## src/rtl/aclk_time_entry.sv

```systemverilog
// ---------------------------------------------------------------------------
// aclk_time_entry
//   Keypad entry controller in front of the alarm clock core. It takes a mode
//   key (SET_TIME / SET_ALARM) and then four BCD digits HH:MM. Each digit is
//   checked when it arrives, so the load bus only ever carries a legal time
//   (hour <= 23, minute <= 59). A complete entry loads the bus and raises a
//   registered LD_time or LD_alarm strobe for LD_CYCLES cycles.
//
//   Handshake: key_valid is a single-cycle event qualifier. key_code is
//   sampled only on a rising clk edge where key_valid is high. There is no
//   back-pressure: a key that arrives while the block cannot use it (IDLE
//   non-mode keys, any key in LOAD) is dropped silently.
//
// Ports
//   clk, reset_n        : clock, asynchronous active-low reset
//   key_valid, key_code : key event; 0-9 digit, A SET_TIME, B SET_ALARM,
//                         C CANCEL, D-F ignored
//   H_in1/H_in0/M_in1/M_in0 : load bus to the core (holds last loaded time)
//   LD_time / LD_alarm  : load strobes, never high together
//   busy                : high outside IDLE
//   digit_idx           : digits accepted so far in the current entry
//   err                 : one-cycle pulse on a rejected digit
//   timeout             : one-cycle pulse when an entry is abandoned
// ---------------------------------------------------------------------------
module aclk_time_entry #(
    parameter int TIMEOUT_TICKS = 50,
    parameter int LD_CYCLES     = 1
) (
    input  logic       clk,
    input  logic       reset_n,
    input  logic       key_valid,
    input  logic [3:0] key_code,
    output logic [1:0] H_in1,
    output logic [3:0] H_in0,
    output logic [3:0] M_in1,
    output logic [3:0] M_in0,
    output logic       LD_time,
    output logic       LD_alarm,
    output logic       busy,
    output logic [1:0] digit_idx,
    output logic       err,
    output logic       timeout
);

    localparam logic [1:0] S_IDLE  = 2'd0;
    localparam logic [1:0] S_ENTRY = 2'd1;
    localparam logic [1:0] S_LOAD  = 2'd2;

    // Counters hold "cycles remaining minus one" so expiry is a compare to 0.
    localparam int TW = $clog2(TIMEOUT_TICKS);
    localparam int LW = (LD_CYCLES > 1) ? $clog2(LD_CYCLES) : 1;
    localparam logic [TW-1:0] T_RELOAD  = TW'(TIMEOUT_TICKS - 1);
    localparam logic [LW-1:0] LD_RELOAD = LW'(LD_CYCLES - 1);

    localparam logic [3:0] K_SET_TIME  = 4'hA;
    localparam logic [3:0] K_SET_ALARM = 4'hB;
    localparam logic [3:0] K_CANCEL    = 4'hC;

    logic [1:0]    state;
    logic          mode_alarm;
    logic [1:0]    idx;
    logic [1:0]    stg_h1;
    logic [3:0]    stg_h0;
    logic [3:0]    stg_m1;
    logic [TW-1:0] tcnt;
    logic [LW-1:0] lcnt;

    logic is_digit;
    logic is_set;
    logic is_cancel;
    logic digit_ok;

    assign is_digit  = (key_code <= 4'd9);
    assign is_set    = (key_code == K_SET_TIME) || (key_code == K_SET_ALARM);
    assign is_cancel = (key_code == K_CANCEL);

    // Legal range depends on position; hour units is limited to 0-3 when the
    // staged hour tens is 2, which keeps the hour at or below 23.
    always_comb begin
        digit_ok = 1'b0;
        case (idx)
            2'd0:    digit_ok = (key_code <= 4'd2);
            2'd1:    digit_ok = (stg_h1 == 2'd2) ? (key_code <= 4'd3) : (key_code <= 4'd9);
            2'd2:    digit_ok = (key_code <= 4'd5);
            default: digit_ok = (key_code <= 4'd9);
        endcase
    end

    always_ff @(posedge clk or negedge reset_n) begin
        if (!reset_n) begin
            state      <= S_IDLE;
            mode_alarm <= 1'b0;
            idx        <= 2'd0;
            stg_h1     <= 2'd0;
            stg_h0     <= 4'd0;
            stg_m1     <= 4'd0;
            tcnt       <= '0;
            lcnt       <= '0;
            H_in1      <= 2'd0;
            H_in0      <= 4'd0;
            M_in1      <= 4'd0;
            M_in0      <= 4'd0;
            LD_time    <= 1'b0;
            LD_alarm   <= 1'b0;
            err        <= 1'b0;
            timeout    <= 1'b0;
        end else begin
            err     <= 1'b0;
            timeout <= 1'b0;
            case (state)
                S_IDLE: begin
                    if (key_valid && is_set) begin
                        state      <= S_ENTRY;
                        mode_alarm <= (key_code == K_SET_ALARM);
                        idx        <= 2'd0;
                        stg_h1     <= 2'd0;
                        stg_h0     <= 4'd0;
                        stg_m1     <= 4'd0;
                        tcnt       <= T_RELOAD;
                    end
                end
                S_ENTRY: begin
                    if (key_valid) begin
                        // Any key event, legal or not, restarts the inactivity window.
                        tcnt <= T_RELOAD;
                        if (is_digit) begin
                            if (digit_ok) begin
                                case (idx)
                                    2'd0: stg_h1 <= key_code[1:0];
                                    2'd1: stg_h0 <= key_code;
                                    2'd2: stg_m1 <= key_code;
                                    default: begin
                                        // Final digit goes straight onto the bus with the strobe.
                                        H_in1    <= stg_h1;
                                        H_in0    <= stg_h0;
                                        M_in1    <= stg_m1;
                                        M_in0    <= key_code;
                                        LD_time  <= !mode_alarm;
                                        LD_alarm <= mode_alarm;
                                        lcnt     <= LD_RELOAD;
                                        state    <= S_LOAD;
                                    end
                                endcase
                                idx <= idx + 2'd1;
                            end else begin
                                err <= 1'b1;
                            end
                        end else if (is_set) begin
                            mode_alarm <= (key_code == K_SET_ALARM);
                            idx        <= 2'd0;
                            stg_h1     <= 2'd0;
                            stg_h0     <= 4'd0;
                            stg_m1     <= 4'd0;
                        end else if (is_cancel) begin
                            state <= S_IDLE;
                            idx   <= 2'd0;
                        end
                    end else if (tcnt == '0) begin
                        timeout <= 1'b1;
                        state   <= S_IDLE;
                        idx     <= 2'd0;
                    end else begin
                        tcnt <= tcnt - 1'b1;
                    end
                end
                S_LOAD: begin
                    if (lcnt == '0) begin
                        LD_time  <= 1'b0;
                        LD_alarm <= 1'b0;
                        state    <= S_IDLE;
                    end else begin
                        lcnt <= lcnt - 1'b1;
                    end
                end
                default: begin
                    state    <= S_IDLE;
                    idx      <= 2'd0;
                    LD_time  <= 1'b0;
                    LD_alarm <= 1'b0;
                end
            endcase
        end
    end

    assign busy      = (state != S_IDLE);
    assign digit_idx = idx;

endmodule

```

## config.mk

```make
export PLATFORM = sky130hd
export DESIGN_NAME = aclk_time_entry
export DESIGN_NICKNAME = d
export VERILOG_FILES = /design/src/rtl/aclk_time_entry.sv
export SDC_FILE = /design/constraint.sdc
export NUM_CORES = 1
export LEC_CHECK = 0
export ABC_AREA = 1
export CORE_MARGIN = 2
export CORE_UTILIZATION = 49
export DETAILED_ROUTE_END_ITERATION = 6
export GPL_TIMING_DRIVEN = 1
export PLACE_DENSITY_LB_ADDON = 0.2
export SETUP_SLACK_MARGIN = 0.3
export SKIP_LAST_GASP = 1
export SYNTH_ARGS = -nofsm -noshare
export SYNTH_HDL_FRONTEND = slang
export SYNTH_SLANG_ARGS = --single-unit
export TNS_END_PERCENT = 100
```

## constraint.sdc

```tcl
create_clock -name clk -period 1.6 [get_ports clk]
set_input_delay 0.48 -clock clk [delete_from_list [all_inputs] [get_ports clk]]
set_output_delay 0.48 -clock clk [all_outputs]
set_load 0.05 [all_outputs]
```

* Word level (Yosys, flattened, before mapping) *
Cells that the tools add are included.

word-level totals
  register bits = 40
  input bits = 7
  output and inout bits = 21

operators by class
  $add $sub $neg = 3
  magnitude comparators = 4
  eq/ne operators = 28
  mux-type cells = 69
  bitwise gates (word level) = 3
  reductions and logical operators = 20

operators by type and width
  kind                   count
  $mux W4                10
  $mux W2                19
  $mux W1                26
  $reduce_and A6 Y1      4
  $reduce_and A5 Y1      4
  $mux W6                3
  $ne A2 B2 Y1 const B   8
  $ne A4 B4 Y1 const B   4
  $pmux W4 S2            2
  $eq A4 B4 Y1 const B   3
  $ne A3 B3 Y1 const B   4
  $pmux W2 S3            2
  $pmux W6 S2            1
  $ne A3 B2 Y1 const B   3
  $pmux W1 S3            3
  $le A4 B2 Y1 const B   2
  $reduce_and A7 Y1      1
  $eq A2 B2 Y1 const B   3
  $logic_not A6 Y1       1
  $reduce_bool A2 Y1     3
  $sub A6 B1 Y6 const B  1
  $ne A5 B5 Y1 const B   1
  $eq A2 B1 Y1 const B   2
  $le A4 B3 Y1 const B   1
  other kinds (12)       16

* Depth between registers and ports, before layout *
Gate-level depths: netlist of the first run.

  depth in word-level cells = 7
  gate-level depth with buffers = 11
  mapped depth without buffers = 11

* Worst setup path after synthesis of the first run *
No wires, ideal clock.

  kind = register -> register
  start point = register idx[0], in the netlist digit_idx[0]
  end point = register idx[0], in the netlist digit_idx[0]
  setup time = 0.066 ns
  arrival time = 1.744 ns
  required time = 1.534 ns
  slack = -0.209 ns
  cell stages (with the launch flop) = 12
  period minus slack after synthesis = 1.809 ns
  cells stage by stage = dfrtp_1 inv_1 ha_1 nand3_1 nand2_1 nor2_1 nand2_1 nand2_1 nand2_1 nand3_1 nand2_1 nand2_1

between the ends
  word-level cells in the longest chain between the ends = 5
  elaborated cells on any way between the ends = 11

RTL lines
  what                    line  text
  from (decl)             61    logic [1:0] idx;
  from (signal assigned)  144   idx <= idx + 2'd1;
  $add A2 B1 Y2           144
  $mux W2                 127   if (digit_ok) begin
  $mux W2                 126   if (is_digit) begin
  $mux W2                 123   if (key_valid) begin
  $pmux W2 S3             110   case (state)

Parallel ways exist; a longest one is shown, timed or not. The select of a mux whose other input is x is not followed.
A chain may end at the register's enable or synchronous reset.

* Worst setup path in the final report of the first run *
  start point = register state[0]
  end point = output busy

between the ends
  word-level cells in the longest chain between the ends = 1

RTL lines
  what                    line  text
  from (decl)             59    logic [1:0] state;
  from (signal assigned)  91    state <= S_IDLE;
  from (signal assigned)  113   state <= S_ENTRY;
  from (signal assigned)  141   state <= S_LOAD;
  $reduce_bool A2 Y1      185   assign busy = (state != S_IDLE);
  to (decl)               39    output logic busy,

Every way passes these cells.

==> metrics, run 1 <==
status finished clean; Clock Sink Count 39; PwrDens 1530 nW/µm²; Post-DP HPWL 3.27 mm; mapped cell area 1990 µm²; Yosys top cell area share 49.1%; GPL Wtd Cong 0.829; dominant cells by area after synthesis dfrtp_1 49%, nand2_1 16%, inv_1 4.2%, nand3_4 3.5%, nor2_1 3.2%; final wirelength 6.24 mm; Reg-to-Reg Start state[0]; CTS H-tree lvls 2; CP peak stage delay 450 ps; Inserted Diodes 0; Slew Viols, Final 0; Routed Antenna Nets 0; Die Span Y 67.7 µm; Final Instance Area 3350 µm²; clk root buf clkbuf_8; Synth Area in XOR/XNOR 0.441%; WP data arrival 1090 ps; Achievable Freq 636 MHz; Synth cell types 25; most instantiated cells after synthesis 84 x nand2_1, 39 x dfrtp_1, 22 x inv_1; Filler cells 189; adder-cell share of the synthesized area 3.15%; CTS tree yes; Ys Warns 0; Worst Setup SP state[0]; fraction of layout cells with a size suffix above 1 47.5%; Area Growth Syn to Fin 68.7%; DR vias/cell 5.51; Worst-Skew Late Latency 300 ps; Yosys top cell by area dfrtp_1; largest family of logic cells by synthesized area simple AND/OR/NAND/NOR gates; TritonCTS Buffers 5; Initial Util 50.4%; GRT Total Usage 27.9%; DRC errors left 0; largest net degree at the start of global routing 28; CORE AREA 3940 µm²; Clock Path Buffers 2; hold buffer count at CTS 0; Max Clock Skew 3.12 ps; Chip Width 67.7 µm; Worst-path clk slew 70 ps; number of global-route vias before repair 1956; Seq cells post-synth 39; Placed Instances 329; Syn Inst Count 233; DRT Pass-1 Iters 7; leak pwr 1.61 nW; Fin. Hold Viols 0; crit-path cells nor2_4, inv_2, buf_8; prevailing post-synth register cell dfrtp_1; Synth Area in Compound Gates 7.25%; FF-to-FF setup slack 30 ps; Max-slew headroom 74.6%; Critical Path Source Type register; register area 981 µm²; Tmin final 1570 ps; Non-Filler Instances 370; placed cell area 2730 µm²; Port Buffers 27; post-synthesis mux area share 0%; WP data required 1120 ps; total grt overflow 0; final worst path period share 98.3%; Ports 28; Post-Synth Simple-Gate Area 34.5%; Seq/Total Area, Yosys 49.1%; via count 2037; setup violators final 0; row count 23; crit path kind reg -> out; CP max-delay cell dfrtp_2; initial antenna violation count 0; Least-Margin Pin Slew 379 ps; Post-layout nets 332; post-DR wirelength/cell 16.9 µm; Die Area 4580 µm²; Async SR Flop Fraction 100%; drt initial violations 156; crit end category primary output; Worst Hold Class in -> async; crit-path max FO 2; multi-input logic area 1130 µm²; number of synthesized flops with an enable pin 0; max-cap violations 0; most common cell in the synthesized netlist nand2_1; Avg Cell Area, Syn 8.52 µm²; first-pass GRT wire length 9.18 mm; VDD IR max 1040 µV; Syn Nets 245; RSZ-0062 raised after global routing yes
-- layout by cell type (no fill, tap or decap), drive strengths merged --
master / synthesis / final
nor3: 1 / 1
xor2: 1 / 1
dlygate4sd2: 0 / 1
nand4: 5 / 5
buf: 2 / 79
inv: 24 / 24
o31ai: 1 / 1
clkdlybuf4s15: 0 / 1
nor2: 23 / 24
a21oi: 3 / 3
clkbuf: 0 / 6
ha: 5 / 5
o22ai: 1 / 1
nand3: 14 / 14
dfrtp: 39 / 39
nand3b: 1 / 1
clkinv: 0 / 1
o21ai: 23 / 23
nand2: 90 / 90
-- critical path: cells and delay by family (launching register included) --
family	cells	cell delay [ps]
flops	1	450
buf+inv	2	200
simple gates	1	140
-- power by group --
group,internal (mW),total [mW],switching [mW]
Sequential,1.24,1.52,0.276
Combinational,1.34,2.93,1.60
Clock,0.338,0.681,0.343
-- layer usage --
metal | global-route usage, % | vias up | wire [µm]
li1 | - | 919 | -
met1 | 33.3 | 997 | 2340
met2 | 46.6 | 98 | 3320
met3 | 6.67 | 23 | 368
met4 | 14.0 | 0 | 210
met5 | 0 | - | 0
-- cells by family after synthesis --
group	after synthesis
AND/OR/NAND/NOR	134
flip-flops	39
AO/OA/AOI/OAI	28
buffers and inverters	26
adder cells (fa/ha/maj)	5
XOR/XNOR	1
-- final cells by class --
cell class                 count  share of cell area (%)
multi-input combinational    169                    33.8
tap                           50                    1.87
clock inverter                 1                   0.149
inverter                      24                    3.29
clock buffer                   6                    2.47
sequential                    39                    29.3
timing repair buffer          81                    29.1
-- registers in the layout (all words and copies together) (netlist names), 2 cells and up --
name       count
state          2
stg_h0         4
stg_h1         2
stg_m1         4
tcnt           6
H_in1          2
H_in0          4
M_in1          4
digit_idx      2
M_in0          4
-- path summary, 6_finish.rpt --
check / to / depth (start not counted)
setup / recovery: busy / 3
hold / removal: tcnt[5] / 1
setup reg to reg: mode_alarm / 9
hold reg to reg: M_in1[1] / 2
max in group asynchronous: H_in0[2] / 2
min in group clk: M_in1[1] / 2
-- metrics by stage --
step | setup slack [ps] | hold WS [ps] | util, % | total power [mW] | setup TNS [ps]
final | 27.4 | 81.8 | 85.0 | 5.13 | 0
after global routing | 7.70 | 98.3 | 85.0 | 5.38 | 0
after CTS | 81.9 | 86.2 | 80.6 | 4.70 | 0
after detailed placement | -516 | 403 | 69.2 | 3.48 | -16590
after global placement | -494 | 397 | 69.2 | 3.42 | -15300
after floorplan | 84.4 | 184 | - | 2.72 | 0
-- timing repair --
action,CTS,global route
setup endpoints to repair,60,60
gates cloned,1,0
buffers inserted,25,8
gates resized for setup,56,37
pin swaps,23,28
endpoints found under the hold margin,0,0
Note: power is estimated with default switching activity, not from simulation.
==> run 2, diff against run 1 <==
--- a/config.mk
+++ b/config.mk
@@ -6,6 +6,7 @@
 export NUM_CORES = 1
 export LEC_CHECK = 0
 export ABC_AREA = 1
+export ABC_CLOCK_PERIOD_IN_PS = 1600
 export CORE_MARGIN = 2
 export CORE_UTILIZATION = 49
 export DETAILED_ROUTE_END_ITERATION = 6
==> results of run 2 <==
Same layout as run 1: the final DEF is identical, and so are final timing and power.
